[config.mk]
export PLATFORM = sky130hd
export DESIGN_NAME = lcd_hex_writer_flat
export DESIGN_NICKNAME = d
export VERILOG_FILES = /design/src/rtl/lcd_hex_writer_if.sv /design/src/rtl/lcd_hex_writer.sv /design/src/flat_wrapper.sv
export SDC_FILE = /design/constraint.sdc
export NUM_CORES = 1
export LEC_CHECK = 0
export BUFFER_PORTS_ARGS = -buffer_cell sky130_fd_sc_hd__buf_2
export CAP_MARGIN = 40
export CORE_ASPECT_RATIO = 0.75
export CORE_MARGIN = 4
export CORE_UTILIZATION = 45
export CTS_BUF_LIST = sky130_fd_sc_hd__clkbuf_16
export DETAILED_ROUTE_END_ITERATION = 7
export HOLD_SLACK_MARGIN = 0.06
export PLACE_DENSITY_LB_ADDON = 0.12
export SLEW_MARGIN = 20
export SYNTH_ARGS = -nofsm -noshare
export SYNTH_HDL_FRONTEND = slang
export SYNTH_SLANG_ARGS = --single-unit
[constraint.sdc]
create_clock -name clk -period 3.2 [get_ports clk]
set_clock_uncertainty 0.2 [all_clocks]
set_input_delay 0.48 -clock clk [delete_from_list [all_inputs] [get_ports clk]]
set_output_delay 0.48 -clock clk [all_outputs]
set_load 0.1 [all_outputs]
[src/rtl/lcd_hex_writer_if.sv]
// rtl/lcd_hex_writer_if.sv - HD44780 8-bit parallel LCD pin bundle
`timescale 1ns/1ps
interface lcd_hex_writer_if;
  logic [7:0] lcd_data;
  logic       lcd_rs;
  logic       lcd_rw;
  logic       lcd_e;

  modport master (output lcd_data, output lcd_rs, output lcd_rw, output lcd_e);
  modport slave  (input  lcd_data, input  lcd_rs, input  lcd_rw, input  lcd_e);
endinterface

[src/rtl/lcd_hex_writer.sv]
// rtl/lcd_hex_writer.sv - shows a 32-bit word as 8 hex chars on HD44780 line 1
`timescale 1ns/1ps
module lcd_hex_writer #(
  parameter int unsigned POWERUP_CYC  = 750000,
  parameter int unsigned E_PULSE_CYC  = 12,
  parameter int unsigned CMD_WAIT_CYC = 2500,
  parameter int unsigned CLR_WAIT_CYC = 100000
) (
  input  logic             clk,
  input  logic             rst_n,
  input  logic [31:0]      data_in,
  output logic             busy,
  output logic             frame_done,
  lcd_hex_writer_if.master lcd
);

  localparam int unsigned MAX_AB  = (POWERUP_CYC > E_PULSE_CYC) ? POWERUP_CYC : E_PULSE_CYC;
  localparam int unsigned MAX_CD  = (CMD_WAIT_CYC > CLR_WAIT_CYC) ? CMD_WAIT_CYC : CLR_WAIT_CYC;
  localparam int unsigned MAX_CYC = (MAX_AB > MAX_CD) ? MAX_AB : MAX_CD;
  localparam int unsigned CW      = $clog2(MAX_CYC + 1);

  // Terminal counts: each phase counts 0 .. N-1.
  localparam logic [CW-1:0] PWR_LAST = CW'(POWERUP_CYC - 1);
  localparam logic [CW-1:0] E_LAST   = CW'(E_PULSE_CYC - 1);
  localparam logic [CW-1:0] CMD_LAST = CW'(CMD_WAIT_CYC - 1);
  localparam logic [CW-1:0] CLR_LAST = CW'(CLR_WAIT_CYC - 1);

  typedef enum logic [2:0] {
    ST_PWR_WAIT,
    ST_INIT,
    ST_SET_ADDR,
    ST_WRITE,
    ST_IDLE
  } state_t;

  // Byte transfer sub-phases shared by INIT, SET_ADDR and WRITE.
  typedef enum logic [1:0] {
    PH_SETUP,
    PH_PULSE,
    PH_WAIT
  } phase_t;

  state_t        state_q;
  phase_t        phase_q;
  logic [CW-1:0] cnt_q;
  logic [2:0]    idx_q;
  logic [31:0]   snap_q;
  logic [7:0]    lcd_data_q;
  logic          lcd_rs_q;
  logic          lcd_e_q;
  logic          busy_q;
  logic          frame_done_q;
  logic [CW-1:0] wait_last;

  function automatic logic [7:0] init_cmd(input logic [2:0] i);
    case (i)
      3'd0:    return 8'h38;
      3'd1:    return 8'h0C;
      3'd2:    return 8'h06;
      default: return 8'h01;
    endcase
  endfunction

  function automatic logic [7:0] hex_ascii(input logic [3:0] n);
    return (n < 4'd10) ? (8'h30 + {4'h0, n}) : (8'h37 + {4'h0, n});
  endfunction

  // Character i is the nibble at [31-4i -: 4]; 7-i equals ~i for a 3-bit index.
  function automatic logic [3:0] nib_at(input logic [31:0] w, input logic [2:0] i);
    logic [31:0] s;
    s = w >> {~i, 2'b00};
    return s[3:0];
  endfunction

  // Clear Display needs the long settle time; everything else uses the short one.
  always_comb begin
    wait_last = CMD_LAST;
    if (!lcd_rs_q && (lcd_data_q == 8'h01)) wait_last = CLR_LAST;
  end

  // Main sequencer: power-up wait, init commands, frame writes, change detection.
  always_ff @(posedge clk or negedge rst_n) begin
    if (!rst_n) begin
      state_q      <= ST_PWR_WAIT;
      phase_q      <= PH_SETUP;
      cnt_q        <= '0;
      idx_q        <= '0;
      snap_q       <= '0;
      lcd_data_q   <= 8'h00;
      lcd_rs_q     <= 1'b0;
      lcd_e_q      <= 1'b0;
      busy_q       <= 1'b1;
      frame_done_q <= 1'b0;
    end else begin
      frame_done_q <= 1'b0;
      case (state_q)
        ST_PWR_WAIT: begin
          if (cnt_q == PWR_LAST) begin
            cnt_q      <= '0;
            state_q    <= ST_INIT;
            phase_q    <= PH_SETUP;
            idx_q      <= 3'd0;
            lcd_data_q <= init_cmd(3'd0);
            lcd_rs_q   <= 1'b0;
          end else begin
            cnt_q <= cnt_q + CW'(1);
          end
        end

        ST_IDLE: begin
          // busy is registered, so it drops the cycle after frame_done
          // unless the word already changed.
          if (data_in != snap_q) begin
            state_q    <= ST_SET_ADDR;
            phase_q    <= PH_SETUP;
            cnt_q      <= '0;
            lcd_data_q <= 8'h80;
            lcd_rs_q   <= 1'b0;
            busy_q     <= 1'b1;
          end else begin
            busy_q <= 1'b0;
          end
        end

        default: begin
          case (phase_q)
            PH_SETUP: begin
              // rs/data were loaded on entry to this cycle; raise the strobe next.
              lcd_e_q <= 1'b1;
              cnt_q   <= '0;
              phase_q <= PH_PULSE;
              if (state_q == ST_SET_ADDR) snap_q <= data_in;
            end

            PH_PULSE: begin
              if (cnt_q == E_LAST) begin
                lcd_e_q <= 1'b0;
                cnt_q   <= '0;
                phase_q <= PH_WAIT;
              end else begin
                cnt_q <= cnt_q + CW'(1);
              end
            end

            default: begin
              if (cnt_q == wait_last) begin
                cnt_q   <= '0;
                phase_q <= PH_SETUP;
                case (state_q)
                  ST_INIT: begin
                    if (idx_q == 3'd3) begin
                      state_q    <= ST_SET_ADDR;
                      lcd_data_q <= 8'h80;
                      lcd_rs_q   <= 1'b0;
                    end else begin
                      idx_q      <= idx_q + 3'd1;
                      lcd_data_q <= init_cmd(idx_q + 3'd1);
                    end
                  end
                  ST_SET_ADDR: begin
                    state_q    <= ST_WRITE;
                    idx_q      <= 3'd0;
                    lcd_data_q <= hex_ascii(nib_at(snap_q, 3'd0));
                    lcd_rs_q   <= 1'b1;
                  end
                  default: begin
                    if (idx_q == 3'd7) begin
                      state_q      <= ST_IDLE;
                      frame_done_q <= 1'b1;
                    end else begin
                      idx_q      <= idx_q + 3'd1;
                      lcd_data_q <= hex_ascii(nib_at(snap_q, idx_q + 3'd1));
                    end
                  end
                endcase
              end else begin
                cnt_q <= cnt_q + CW'(1);
              end
            end
          endcase
        end
      endcase
    end
  end

  assign lcd.lcd_data = lcd_data_q;
  assign lcd.lcd_rs   = lcd_rs_q;
  assign lcd.lcd_rw   = 1'b0;
  assign lcd.lcd_e    = lcd_e_q;
  assign busy         = busy_q;
  assign frame_done   = frame_done_q;

endmodule

[src/flat_wrapper.sv]
// flat-port wrapper written by rule: the top's interface ports become plain ports
module lcd_hex_writer_flat 
#(
  parameter int unsigned POWERUP_CYC  = 750000,
  parameter int unsigned E_PULSE_CYC  = 12,
  parameter int unsigned CMD_WAIT_CYC = 2500,
  parameter int unsigned CLR_WAIT_CYC = 100000
)
  (clk, rst_n, data_in, busy, frame_done, lcd_lcd_data, lcd_lcd_rs, lcd_lcd_rw, lcd_lcd_e);
  lcd_hex_writer_if lcd_i ();
  input  logic clk;
  input  logic rst_n;
  input  logic [31:0] data_in;
  output logic busy;
  output logic frame_done;
  output wire logic [$bits(lcd_i.lcd_data)-1:0] lcd_lcd_data;
  output wire logic [$bits(lcd_i.lcd_rs)-1:0] lcd_lcd_rs;
  output wire logic [$bits(lcd_i.lcd_rw)-1:0] lcd_lcd_rw;
  output wire logic [$bits(lcd_i.lcd_e)-1:0] lcd_lcd_e;
  assign lcd_lcd_data = lcd_i.lcd_data;
  assign lcd_lcd_rs = lcd_i.lcd_rs;
  assign lcd_lcd_rw = lcd_i.lcd_rw;
  assign lcd_lcd_e = lcd_i.lcd_e;
  lcd_hex_writer #(.POWERUP_CYC(POWERUP_CYC), .E_PULSE_CYC(E_PULSE_CYC), .CMD_WAIT_CYC(CMD_WAIT_CYC), .CLR_WAIT_CYC(CLR_WAIT_CYC)) u_core (.clk(clk), .rst_n(rst_n), .data_in(data_in), .busy(busy), .frame_done(frame_done), .lcd(lcd_i));
endmodule
==> flow_metrics.tcl <==
set metrics [dict create \
    clk_pin_slew_ps 60 \
    synthXorXnorAreaFrac_pct 6.81 \
    antenna_found_initial 0 \
    path_buf_inv 0 \
    timing.rr.end "u_core.lcd.lcd_data[6]$_DFFE_PN0P_" \
    slew_violations 0 \
    ctsRootBufferMaster "clkbuf_16" \
    fmax_mhz 334 \
    vdd_drop_max_uv 364 \
    track_usage_pct 21.3 \
    synth_simple_gate_area_share_pct 19.4 \
    first_pass_iters 7 \
    r2r_cells 8 \
    startpoint_type "flop" \
    slowest_stage "ha_2" \
    synth_top_family_by_area "simple AND/OR/NAND/NOR gates" \
    end_kind "flop" \
    cp_cell_sequence "ha_1 -> ha_2 -> mux4_2 -> mux2i_1 -> a21boi_1 -> or2_2 -> and3_1 -> mux2_4" \
    rows 32 \
    max_slew_margin_pct 53.4 \
    clockBufferDepth 2 \
    ys_seq_area_share_pct 37.9 \
    totalNegativeSetupSlack_ps 0 \
    area_growth_pct 15.8 \
    endpoint "u_core.lcd.lcd_data[6]$_DFFE_PN0P_" \
    start_util_pct 46.3 \
    final_util_pct 53.6 \
    die_area_mm2 0.0123 \
    cts_tree "done" \
    ant_nets 0 \
    fin_nets 572 \
    gp_congestion 0.906 \
    drc_errors 0 \
    power_density_mw_per_mm2 607 \
    path_depth 8 \
    path_delay_family "multiplexers" \
    crit_arrival_ps 3020 \
    numCtsBuffers 9 \
    critPathMaxFanout 10 \
    hpwl_um 9490 \
    setup_violations 0 \
    path_class "reg -> reg" \
    timing_worst_slew_pin_value_ps 691 \
    synthAdderAreaFrac_pct 2.10 \
    hold_viol 0 \
    synth_cell_types 65 \
    ioPinCount 47 \
    die_height_um 97.1 \
    postSynthNetCount 525 \
    clock-sinks 72 \
    synth_edf_count 0 \
    cts_htree_levels 3 \
    syn_area_mm2 0.00476 \
    async_flop_share_pct 100 \
    cpPeakStageDelay_ps 470 \
    critPathLaunch "u_core.idx_q[0]$_DFFE_PN0P_" \
    worstPathRequired_ps 3220 \
    routedWlPerCell_um 19.0 \
    drive_gt1_share_pct 27.3 \
    postLayoutCellArea_mm2 0.00551 \
    clk-insertion-delay-late_ps 340 \
    synth_warnings 0 \
    grt-ovfl-total 0 \
    power_leakage_nw 2.32 \
    min_path_type "in -> reg" \
    period_needed_ps 2990 \
    ys_seq_elements 72 \
    routed_via_density 6.17 \
    coreArea_mm2 0.0103 \
    grt_setup_unrepaired "no" \
    grt_max_degree 55 \
    grt_pass1_wl_um 20900 \
    portBuffers 45 \
    die_w_um 127 \
    syn-instance-count 483 \
    synth-compound-area-share_pct 14.6 \
    num_antenna_cells 0 \
    r2r-start "u_core.idx_q[0]$_DFFE_PN0P_" \
    synth_area_per_cell_um2 9.86 \
    cts_setup_buffers 0 \
    grt_pass1_vias 3856 \
    muxShareOfSynthArea_pct 15.5 \
    drtIter0Drc 464 \
    status "finished, final reports clean" \
    via_count 4137 \
    synthFlopType "dfrtp_1" \
    period_share_pct 93.5 \
    drt_wl_total_um 12800 \
    r2r_slack_ps 210 \
    place_area_mm2 0.00521 \
    cap_violations 0 \
]
[cell type report]
class,count,area (um^2)
repair buffers,65,400
multi-input cells,368,2800
inverters,14,52.6
clock inverters,7,63.8
fillers,936,4780
flip-flops and latches,72,1800
clock buffers,9,225
well taps,136,170
[layout by cell type (no fill, tap or decap), types with 7 or more instances in the layout]
cell type,netlist,routed
o21ai_0,21,21
buf_4,1,19
a21oi_1,18,18
nand4_1,19,19
ha_1,8,7
inv_1,14,15
nand3_1,21,21
nor2_1,29,29
o211ai_1,15,15
or3_1,9,9
a22oi_1,10,10
mux4_2,8,8
dfrtp_1,71,71
mux2_2,33,33
buf_2,6,44
clkbuf_16,0,9
nand2_1,33,33
nor4_1,7,7
xnor2_1,31,31
mux2_4,7,7
mux2i_1,8,8
[worst min-delay path, cell delays in order]
cell	delay, ps
buf_2	100
nand2_1	50
o21ai_0	60
[stage by stage]
stage	hold slack [ps]	total power, mW	setup WS [ps]	std cells
finish	185	3.35	207	671
global route	195	3.52	21.9	671
CTS	179	3.35	112	671
detailed placement	181	2.34	128	654
global placement	296	2.33	230	653
floorplan	-15.6	2.03	112	483
[cell usage after synthesis, drive strengths merged, types with 7 or more instances]
library cell / count / area share, %
ha: 8 / 2.1
mux2i: 8 / 1.7
nand3: 22 / 2.4
or3: 10 / 1.3
mux2: 40 / 10
xnor2: 31 / 5.7
dfrtp: 71 / 37
nand2: 34 / 2.7
nor4: 10 / 1.9
nand4: 20 / 2.8
inv: 14 / 1.1
o211ai: 15 / 2.4
clkbuf: 22 / 1.7
o21ai: 22 / 2.3
nor2: 30 / 2.4
buf: 7 / 0.79
a21oi: 18 / 1.9
a22oi: 10 / 1.6
mux4: 8 / 3.8
[worst min-delay path by stage]
stage	startpoint	end	cells after the start
after floorplan	rst_n	u_core.cnt_q[0]$_DFFE_PN0P_	0
after global placement	u_core.lcd.lcd_e$_DFFE_PN0P_	u_core.lcd.lcd_e$_DFFE_PN0P_	2
after detailed placement	rst_n	u_core.lcd.lcd_data[3]$_DFFE_PN0P_	1
after CTS	data_in[28]	u_core.snap_q[28]$_DFFE_PN0P_	3
after global routing	data_in[6]	u_core.snap_q[6]$_DFFE_PN0P_	2
final	data_in[28]	u_core.snap_q[28]$_DFFE_PN0P_	3
[power by group]
group          switching (mW)  total (mW)  internal [mW]  leakage, nW
Sequential              0.249        1.35           1.10        0.899
Combinational           0.480       0.996          0.516         1.28
Clock                   0.403       0.999          0.596        0.142
Total                    1.13        3.35           2.22         2.32
[logic make-up (layout without fill, tap and decap cells)]
| logic type | after synthesis | in the layout |
|---|---|---|
| AO/OA/AOI/OAI | 100 | 100 |
| XOR/XNOR | 37 | 37 |
| adder cells (fa/ha/maj) | 8 | 8 |
| buffers and inverters | 43 | 95 |
| flip-flops | 72 | 72 |
| multiplexers | 56 | 56 |
| other | 1 | 1 |
| AND/OR/NAND/NOR | 166 | 166 |
[layer usage]
| layer | vias up | global-route usage, % | part of all wire, % | wire (um) |
|---|---|---|---|---|
| li1 | 1912 | - | - | - |
| met1 | 2045 | 34.4 | 50 | 6420 |
| met2 | 159 | 28.3 | 41 | 5240 |
| met3 | 21 | 4.51 | 7.5 | 963 |
| met4 | 0 | 5.44 | 1.2 | 154 |
| met5 | - | 0 | 0 | 0 |
[flip-flops by register name (all words and copies together) (netlist names)]
register	cells
u_core.lcd.lcd_rs	1
u_core.idx_q	3
u_core.cnt_q	20
u_core.state_q	3
u_core.busy	1
u_core.frame_done	1
u_core.lcd.lcd_e	1
u_core.snap_q	32
u_core.lcd.lcd_data	8
u_core.phase_q	2
[timing repair]
action / in CTS / in global routing
resized for setup: 0 / 1
setup endpoints to repair: 0 / 2
endpoints found under the hold margin: 18 / 0
hold buffers: 1 / 0
Note: power is estimated with default switching activity, not from simulation.
